## src/rtl/fetch_exec_sequencer.sv

```systemverilog
// Multi-cycle FETCH/DECODE/EXEC/MEM sequencer for the 8-bit accumulator CPU.
// Owns the shared von Neumann memory port, gates control-unit enables into strobes, times out stalls.
module fetch_exec_sequencer #(
  parameter int WAIT_MAX = 15,
  parameter int CNT_W    = 16
) (
  input  logic             clk,
  input  logic             reset,
  input  logic             run,
  input  logic             halt_req,
  input  logic [2:0]       opcode,
  input  logic             ctl_regWE,
  input  logic             ctl_memWE,
  input  logic             ctl_accWE,
  input  logic             ctl_brnch,
  input  logic             ctl_selMemIn,
  input  logic             alu_nz,
  input  logic             mem_ready,
  output logic             mem_req,
  output logic             mem_sel,
  output logic             ir_we,
  output logic             pc_we,
  output logic             pc_sel_branch,
  output logic             reg_we,
  output logic             mem_we,
  output logic             acc_we,
  output logic             busy,
  output logic             fault,
  output logic [2:0]       state,
  output logic [CNT_W-1:0] retired
);

  localparam int WC_W = (WAIT_MAX > 0) ? $clog2(WAIT_MAX + 1) : 1;
  localparam logic [WC_W-1:0] WAIT_LIM = WC_W'(WAIT_MAX);

  typedef enum logic [2:0] {
    S_IDLE   = 3'd0,
    S_FETCH  = 3'd1,
    S_DECODE = 3'd2,
    S_EXEC   = 3'd3,
    S_MEM    = 3'd4,
    S_FAULT  = 3'd7
  } state_t;

  state_t            state_q, state_d;
  logic [WC_W-1:0]   wait_cnt_q, wait_cnt_d;
  logic [CNT_W-1:0]  retired_q, retired_d;

  logic in_access;
  logic timeout;
  logic complete;
  logic mem_req_c, mem_sel_c, ir_we_c, pc_we_c, pc_sel_branch_c;
  logic reg_we_c, mem_we_c, acc_we_c;

  // opcode is informational only; the control unit has already decoded it into ctl_*.
  logic unused_opcode;
  assign unused_opcode = ^opcode;

  // Memory handshake: mem_req is held for the whole access; the access completes in the
  // cycle where mem_req=1 and mem_ready=1, and any strobe tied to it fires in that same cycle.
  always_comb begin
    in_access = (state_q == S_FETCH) || (state_q == S_MEM);
    timeout   = (WAIT_MAX != 0) && in_access && !mem_ready && (wait_cnt_q == WAIT_LIM);
  end

  always_comb begin
    state_d         = state_q;
    complete        = 1'b0;
    mem_req_c       = 1'b0;
    mem_sel_c       = 1'b0;
    ir_we_c         = 1'b0;
    pc_we_c         = 1'b0;
    pc_sel_branch_c = 1'b0;
    reg_we_c        = 1'b0;
    mem_we_c        = 1'b0;
    acc_we_c        = 1'b0;
    case (state_q)
      S_IDLE: begin
        if (run) state_d = S_FETCH;
      end
      S_FETCH: begin
        mem_req_c = 1'b1;
        if (mem_ready) begin
          ir_we_c = 1'b1;
          state_d = S_DECODE;
        end else if (timeout) begin
          state_d = S_FAULT;
        end
      end
      S_DECODE: begin
        // Strobe-free cycle so the control unit settles on the freshly loaded IR.
        state_d = ctl_selMemIn ? S_MEM : S_EXEC;
      end
      S_EXEC: begin
        reg_we_c        = ctl_regWE;
        acc_we_c        = ctl_accWE;
        pc_we_c         = 1'b1;
        pc_sel_branch_c = ctl_brnch & alu_nz;
        complete        = 1'b1;
        state_d         = halt_req ? S_IDLE : S_FETCH;
      end
      S_MEM: begin
        mem_req_c = 1'b1;
        mem_sel_c = 1'b1;
        if (mem_ready) begin
          mem_we_c = ctl_memWE;
          reg_we_c = ctl_regWE;
          pc_we_c  = 1'b1;
          complete = 1'b1;
          state_d  = halt_req ? S_IDLE : S_FETCH;
        end else if (timeout) begin
          state_d = S_FAULT;
        end
      end
      S_FAULT: begin
        state_d = S_FAULT;
      end
      default: begin
        state_d = S_IDLE;
      end
    endcase
  end

  always_comb begin
    wait_cnt_d = wait_cnt_q;
    if ((state_d != state_q) && ((state_d == S_FETCH) || (state_d == S_MEM))) begin
      wait_cnt_d = '0;
    end else if (in_access && !mem_ready && (wait_cnt_q != WAIT_LIM)) begin
      wait_cnt_d = wait_cnt_q + WC_W'(1);
    end
  end

  always_comb begin
    retired_d = retired_q;
    if (complete) retired_d = retired_q + CNT_W'(1);
  end

  always_ff @(posedge clk) begin
    if (reset) begin
      state_q    <= S_IDLE;
      wait_cnt_q <= '0;
      retired_q  <= '0;
    end else begin
      state_q    <= state_d;
      wait_cnt_q <= wait_cnt_d;
      retired_q  <= retired_d;
    end
  end

  // Reset landing mid-access must not let a completion strobe escape in that cycle.
  assign mem_req       = mem_req_c       & ~reset;
  assign mem_sel       = mem_sel_c       & ~reset;
  assign ir_we         = ir_we_c         & ~reset;
  assign pc_we         = pc_we_c         & ~reset;
  assign pc_sel_branch = pc_sel_branch_c & ~reset;
  assign reg_we        = reg_we_c        & ~reset;
  assign mem_we        = mem_we_c        & ~reset;
  assign acc_we        = acc_we_c        & ~reset;

  assign busy    = (state_q != S_IDLE) && (state_q != S_FAULT);
  assign fault   = (state_q == S_FAULT);
  assign state   = state_q;
  assign retired = retired_q;

endmodule
```

## config.mk

```make
export PLATFORM = sky130hd
export DESIGN_NAME = fetch_exec_sequencer
export DESIGN_NICKNAME = d
export VERILOG_FILES = /design/src/rtl/fetch_exec_sequencer.sv
export SDC_FILE = /design/constraint.sdc
export NUM_CORES = 1
export LEC_CHECK = 0
export CAP_MARGIN = 25
export CORE_MARGIN = 2
export CORE_UTILIZATION = 25
export DETAILED_ROUTE_END_ITERATION = 7
export SLEW_MARGIN = 20
export SYNTH_ARGS = -nofsm -noshare
export SYNTH_HDL_FRONTEND = slang
export SYNTH_SLANG_ARGS = --single-unit
```

## constraint.sdc

```tcl
create_clock -name clk -period 2.2 [get_ports clk]
set_clock_uncertainty 0.2 [all_clocks]
set_input_delay 0.44 -clock clk [delete_from_list [all_inputs] [get_ports clk]]
set_output_delay 0.44 -clock clk [all_outputs]
set_load 0.005 [all_outputs]
```

## Word-level counts from Yosys, hierarchy flattened

Index checks and enable logic that the tools add are counted.

| storage, ports and cells | value |
|---|---|
| logic and storage cells | 56 |
| output and inout bits | 29 |
| register bits after elaboration | 23 |
| input bits | 14 |

| operators by class | value |
|---|---|
| reduce and logical (&&, ||, !) cells | 12 |
| bitwise operators | 10 |
| multiplexer cells | 18 |
| add/sub/neg operators | 2 |
| eq/ne operators | 11 |

Operators with widths:

| kind | count |
|---|---|
| $pmux W3 S6 | 1 |
| $add A16 B1 Y16 const B | 1 |
| $mux W3 | 5 |
| $mux W1 | 10 |
| $and A1 B1 Y1 | 9 |
| $eq A3 B3 Y1 const B | 3 |
| $eq A3 B1 Y1 const B | 2 |
| $eq A3 B2 Y1 const B | 2 |
| $logic_and A1 B1 Y1 | 5 |
| $add A4 B1 Y4 const B | 1 |
| $eq A4 B4 Y1 const B | 1 |
| $ne A4 B4 Y1 const B | 1 |
| $pmux W1 S2 | 2 |
| $reduce_or A2 Y1 | 2 |
| $logic_not A3 Y1 | 1 |
| $ne A3 B3 Y1 | 1 |
| $ne A3 B3 Y1 const B | 1 |
| $reduce_bool A3 Y1 | 1 |
| $logic_or A1 B1 Y1 | 2 |
| $logic_not A1 Y1 | 1 |
| $not A1 Y1 | 1 |

## Logic depth before layout (Yosys ltp)

Gate-level depths: netlist (run 1).

| logic depth | value |
|---|---|
| depth after elaboration | 11 |
| gate-level depth with buffers | 6 |
| mapped depth without buffers | 5 |

## Least setup slack after synthesis (run 1)

Ideal clock, no wire load.

| timing | value |
|---|---|
| path kind | register to output |
| from | reg state_q[2], in the netlist state[2] |
| to | out reg_we |
| cell stages (with the launch flop) | 7 |
| data required time | 1560 ps |
| arrival | 1357 ps |
| setup slack | 203 ps |
| path buffers | 2 |
| cells stage by stage | dfxtp_1 buf_2 and3b_1 buf_2 nor2_1 nor2_1 and2_1 |

| between the ends | value |
|---|---|
| longest elaborated chain between the ends | 3 |
| elaborated cells between the ends (all ways) | 4 |
| those cells by class | eq/ne (2); mux (1); bitwise (1) |

Ends and longest elaborated chain:

| what | RTL line | RTL |
|---|---|---|
| from (decl) | 45 | `state_t state_q, state_d;` |
| from (signal assigned) | 144 | `state_q <= state_d;` |
| $eq A3 B3 Y1 / $eq A3 B2 Y1 (equally long branches) | 77 | `case (state_q)` |
| $pmux W1 S2 (*) | 77 |  |
| $and A1 B1 Y1 (*) | 156 | `assign reg_we = reg_we_c & ~reset;` |
| to (decl) | 24 | `output logic reg_we,` |

Mark *: on every way between the ends. The rest lies on a longest branch, timed or not.

## Worst setup path after layout (run 1)

| timing | value |
|---|---|
| from | in reset |
| to | out reg_we |

| between the ends | value |
|---|---|
| longest elaborated chain between the ends | 2 |

Ends and longest elaborated chain:

| what | RTL line | RTL |
|---|---|---|
| from (decl) | 8 | `input logic reset,` |
| $not A1 Y1 | 156 |  |
| $and A1 B1 Y1 | 156 |  |

Every way passes these cells.

==> out/results.tsv, run 1 <==
metric	value	unit
status	finished clean	
place_hpwl	2440	um
finalHoldViolations	0	
clk_pin_slew	0.08	ns
rsz0062_at_grt	yes	
setup_ws	0.0348	ns
grt_max_degree	15	
drive_gt1_share	20.2	%
clock_latency	0.27	ns
antenna_found_initial	0	
path_delay_family	buffers and inverters	
synth_cells	157	
synth_edf_count	0	
finalInstanceArea	1970	um2
setup_tns	0	ns
crit_type	in2out	
clockBufferDepth	2	
port_buffers	39	
cts_tree	done	
async_reset_ff_share	0	%
dr.first_iter.drc_count	22	
root_buffer	clkbuf_8	
path_max_fanout	6	
endpoint_kind	primary output	
multi_input_area	781	um2
numCtsBuffers	3	
max_freq	0.462	GHz
holdCritPathClass	reg2reg	
htree_levels	1	
clock-sinks	23	
worst-path-buf-inv	4	
nFillCells	530	
dominantRegCellSynth	dfxtp_1	
ys_types	39	
grt_pass1_wl	5820	um
wl_per_cell	11.8	um
p_leak	0.704	nW
die-width	75.7	um
timing.hold.ws	0.300	ns
slew_violations	0	
powerDensity	526	nW/um2
worst_pin_slew	0.289	ns
routed-via-count	1346	
place_ws	-0.390	ns
finalCritPeriodShare	98.4	%
antenna_cells	0	
critPathMaxStageDelay	0.47	ns
max-slew-margin-rel	80.6	%
seq_area_frac_synth	35.8	%
pin_count	43	
dieArea	5740	um2
grt_pass1_vias	1332	
required	1.56	ns
fp-row-count	26	
track_usage	13.0	%
drt_pre_antenna_iters	4	
synth_warnings	0	
start_kind	primary input	
die_y	75.7	um
holdBufCountCts	0	
maxCapViolCount	0	
placed_area	1900	um2
cpMaxStageDelayCell	clkdlybuf4s50_1	
setup_viol	0	
crit_chain	clkdlybuf4s50_1 > buf_6 > buf_12 > nor2_2 > and2_1 > clkdlybuf4s15_2	
final_antenna_net_count	0	
num-nets-final	230	
peakVddDrop	0.237	mV
final-seq-area	469	um2
synth_fp_nets	173	
gp_congestion	0.860	
drc_errors	0	
drt_wl_total	3340	um
synth.avg_cell_area	8.19	um2
synth_area	1290	um2
ys_seq_elements	23	
finalCriticalPeriod	2.17	ns
core_area	5040	um2
mostFrequentLayoutCells	clkdlybuf4s50_1 (29), dfxtp_1 (20), buf_4 (19)	
finalCoreUtilization	39.1	%
start_util	25.5	%
area_growth	53.2	%
final_common_cell	clkdlybuf4s50_1	
vias_per_cell	4.76	
gr-total-overflow	0	
crit_arrival	1.53	ns
## flip-flops by register name (all words and copies together) (netlist names)
signal,cells
state,3
wait_cnt_q,4
retired,16
## area by class of cell
| type | instances | share of cell area (%) |
|---|---|---|
| clock buffer | 4 | 2.29 |
| timing repair buffer | 62 | 29.3 |
| tap | 70 | 4.44 |
| inverter | 3 | 0.571 |
| multi-input combinational | 121 | 39.6 |
| sequential | 23 | 23.8 |
## worst register-to-register path, stage by stage (launching register included)
cell	delay, ns
dfxtp_2	0.36
and4bb_4	0.33
buf_4	0.16
o2111ai_2	0.16
nor4_1	0.25
mux2_2	0.37
## final timing paths
path              depth (start not counted)                     start  slack [ns]                       end
setup / recovery                          6                     reset        0.03                    reg_we
hold / removal                            2  retired[11]$_SDFFE_PP0P_        0.30  retired[11]$_SDFFE_PP0P_
setup reg to reg                          5       state[1]$_SDFF_PP0_        0.27  retired[15]$_SDFFE_PP0P_
hold reg to reg                           2  retired[11]$_SDFFE_PP0P_        0.30  retired[11]$_SDFFE_PP0P_
## per-layer routing
layer	global-route usage (%)	part of all wire, %	vias up	wire length, um
li1	-	-	695	-
met4	5.26	1.8	0	59
met1	15.7	47	610	1560
met2	22.5	47	35	1570
met5	0	0	-	0
met3	2.38	4.5	6	150
## stage by stage
stage / power, mW / std cells
floorplan: 0.608 / 157
global placement: 0.768 / 277
detailed placement: 0.768 / 277
CTS: 1.05 / 283
global route: 1.09 / 283
finish: 1.04 / 283
## cells in the mapped netlist, types with 2 or more instances
cell type	count	area share [%]
nand4_1	2	0.97
xnor2_1	3	2.0
ha_1	2	1.9
o31ai_1	3	1.8
mux2i_1	2	1.6
inv_1	3	0.88
or4_1	3	1.8
nor2_1	17	5.0
and3_1	3	1.5
a21oi_1	15	5.8
nor3_1	7	2.7
dfxtp_1	23	36
and4_1	2	1.4
nand2_1	10	2.9
xor2_1	4	2.7
nand3_1	4	1.6
a211oi_1	3	1.8
o21ai_0	11	4.3
o2111ai_1	2	1.4
clkbuf_1	6	1.8
nor2b_1	2	0.97
mux2_2	2	1.8
buf_2	2	0.78
nor4_1	4	1.9
and4b_1	2	1.6
or3_1	7	3.4
## report_power, final
part	switching (mW)	internal [mW]
clock	0.139	0.130
sequential	0.0242	0.434
combinational	0.135	0.176
total	0.298	0.739
## cell families (layout without fill, tap and decap cells)
family	Yosys count	in the layout	share of synthesized area, %
DFF	23	23	35.8
and+or+nand+nor	70	70	30.3
buffers and inverters	13	69	4.57
muxes	4	4	3.31
xor gates and xnor gates	7	7	4.77
AOI/OAI and AO/OA	38	38	19.4
adders and majority gates	2	2	1.95
## what timing repair did
| action | in CTS | in global routing |
|---|---|---|
| pin swaps | 4 | 1 |
| resized for setup | 25 | 6 |
| buffers inserted | 2 | 0 |
| endpoints found under the setup margin | 10 | 4 |
(Power assumes the default switching activity.)
==> inputs of run 2 (changes only) <==
--- a/config.mk
+++ b/config.mk
@@ -5,10 +5,11 @@
 export SDC_FILE = /design/constraint.sdc
 export NUM_CORES = 1
 export LEC_CHECK = 0
-export CAP_MARGIN = 25
+export CAP_MARGIN = 0
 export CORE_MARGIN = 2
-export CORE_UTILIZATION = 25
+export CORE_UTILIZATION = 45
 export DETAILED_ROUTE_END_ITERATION = 7
+export PLACE_DENSITY = 0.79
 export SLEW_MARGIN = 20
 export SYNTH_ARGS = -nofsm -noshare
 export SYNTH_HDL_FRONTEND = slang
==> constraint.sdc (replaced) <==
create_clock -name clk -period 2.05 [get_ports clk]
set_clock_uncertainty 0.2 [all_clocks]
set_input_delay 0.41 -clock clk [delete_from_list [all_inputs] [get_ports clk]]
set_output_delay 0.41 -clock clk [all_outputs]
set_load 0.005 [all_outputs]
==> run 2 against run 1 <==
Against the previous run:
- combinational power increased by 45%
- clock-buffer cell count down 1
- via count is 13% higher
- the flow now finishes with violations (setup timing)
- clock power decreased by 19%
==> out/results.tsv, run 2 (synthesized netlist as in run 1, its figures left out) <==
metric	value	unit	change
worst_pin_slew	0.335	ns	was 0.289 ns
area_growth	64.5	%	was 53.2%
holdCritPathClass	reg2reg		unchanged
grt_pass1_wl	6270	um	was 5820 um
fp-row-count	19		was 26
wl_per_cell	15.3	um	was 11.8 um
cpMaxStageDelayCell	dfxtp_2		was clkdlybuf4s50_1
routed-via-count	1517		was 1346
setup_ws	-0.0890	ns	was 0.0348 ns
endpoint_kind	primary output		unchanged
gr-total-overflow	0		unchanged
port_buffers	39		unchanged
crit_chain	buf_6 > and4bb_4 > nor2_4 > nor2_2 > and2_1 > buf_2		was clkdlybuf4s50_1 > buf_6 > buf_12 > nor2_2 > and2_1 > clkdlybuf4s15_2
vias_per_cell	5.79		was 4.76
clk_pin_slew	0.13	ns	was 0.08 ns
die_y	57.5	um	was 75.7 um
die-width	57.5	um	was 75.7 um
maxCapViolCount	0		unchanged
max-slew-margin-rel	77.6	%	was 80.6%
core_area	2730	um2	was 5040 um2
placed_cells	248		was 277
powerDensity	546	nW/um2	was 526 nW/um2
dieArea	3300	um2	was 5740 um2
finalCritPeriodShare	104	%	
place_hpwl	2590	um	was 2440 um
finalCoreUtilization	77.4	%	was 39.1%
finalCriticalPeriod	2.14	ns	
violations	setup timing		
required	1.44	ns	was 1.56 ns
largest_reg_flops	16		unchanged
pin_count	43		unchanged
clock_latency	0.32	ns	was 0.27 ns
finalHoldViolations	0		unchanged
drive_gt1_share	33.8	%	was 20.2%
critPathMaxStageDelay	0.36	ns	was 0.47 ns
max_freq	0.468	GHz	
drc_errors	0		unchanged
p_leak	0.827	nW	was 0.704 nW
final_antenna_net_count	0		unchanged
clockBufferDepth	2		unchanged
status	complete, but fails checks		was finished clean
setup_viol	3		was 0
crit_type	reg2out		was in2out
worst-path-buf-inv	2		was 4
holdBufCountCts	0		unchanged
track_usage	23.9	%	was 13.0%
num-nets-final	248		was 230
rsz0062_at_grt	yes		unchanged
dr.first_iter.drc_count	64		was 22
stdcell_count	262		was 283
reg2reg_setup_slack	0.02	ns	was 0.27 ns
root_buffer	clkbuf_4		was clkbuf_8
clock-sinks	23		unchanged
drt_wl_total	4020	um	was 3340 um
antenna_found_initial	0		unchanged
gp_congestion	0.832		was 0.860
start_kind	flop		was primary input
cts_tree	done		unchanged
numCtsBuffers	3		unchanged
start_util	47.0	%	was 25.5%
path_max_fanout	2		was 6
grt_pass1_vias	1472		was 1332
slew_violations	0		unchanged
htree_levels	1		unchanged
drt_pre_antenna_iters	4		unchanged
crit_arrival	1.53	ns	about the same
mostFrequentLayoutCells	buf_4 (31), clkdlybuf4s50_1 (24), dfxtp_1 (19)		was clkdlybuf4s50_1 (29), dfxtp_1 (20), buf_4 (19)
antenna_cells	0		unchanged
peakVddDrop	0.571	mV	was 0.237 mV
final_common_cell	buf_4		was clkdlybuf4s50_1
path_delay_family	simple AND/OR/NAND/NOR gates		was buffers and inverters
grt_max_degree	14		was 15
run 2: through the flow:
step	power [mW]	setup slack [ns]	TNS [ns]	hold slack [ns]	instance area, um2
final	1.16	-0.0890	-0.145	0.328	2120
after global routing	1.21	-0.150	-0.446	0.360	2120
after CTS	1.11	-0.0547	-0.205	0.315	2060
after detailed placement	0.848	-0.504	-6.09	0.297	1900
after global placement	0.841	-0.499	-5.66	0.281	1900
after floorplan	0.653	0.0833	0	0.281	1290
run 2: layer usage:
metal / GRT usage (%) / routed length (um) / part of all wire [%] / up-vias
li1: - / - / - / 728
met1: 26.1 / 1510 / 38 / 723
met2: 45.0 / 2230 / 55 / 54
met3: 4.08 / 171 / 4.3 / 12
met4: 9.63 / 110 / 2.7 / 0
met5: 0 / 0 / 0 / -
run 2: worst register-to-register path: cells and delay by family, from the launching register on:
kind,cells,cell delay [ns]
XOR/XNOR,1,0.14
AO/OA/AOI/OAI,1,0.13
AND/OR/NAND/NOR,2,0.74
flip-flops,1,0.38
buffers and inverters,3,0.39
run 2: where the power goes:
group / switching, mW / internal (mW)
clock network: 0.145 / 0.0732
registers: 0.0224 / 0.467
logic: 0.193 / 0.255
run 2: final timing paths:
| check | startpoint | end | cells past startpoint |
|---|---|---|---|
| worst max-delay path | state[1]$_SDFF_PP0_ | reg_we | 6 |
| worst max register to register | state[2]$_SDFF_PP0_ | wait_cnt_q[3]$_SDFFE_PP0P_ | 7 |
| worst min-delay path | retired[10]$_SDFFE_PP0P_ | retired[10]$_SDFFE_PP0P_ | 2 |
| worst min register to register | retired[10]$_SDFFE_PP0P_ | retired[10]$_SDFFE_PP0P_ | 2 |
run 2: timing repair:
action,4_1_cts,5_1_grt
resized for setup,61,17
setup endpoints to repair,17,20
cloned,0,0
buffers inserted,12,3
pin swaps,10,12
run 2: final cells by class:
type / count / area, um2
Fill cell: 187 / 618
Clock inverter: 1 / 5.00
Timing Repair Buffer: 80 / 703
Inverter: 3 / 11.3
Clock buffer: 3 / 22.5
Tap cell: 31 / 38.8
Multi-Input combinational cell: 121 / 865
Sequential cell: 23 / 470
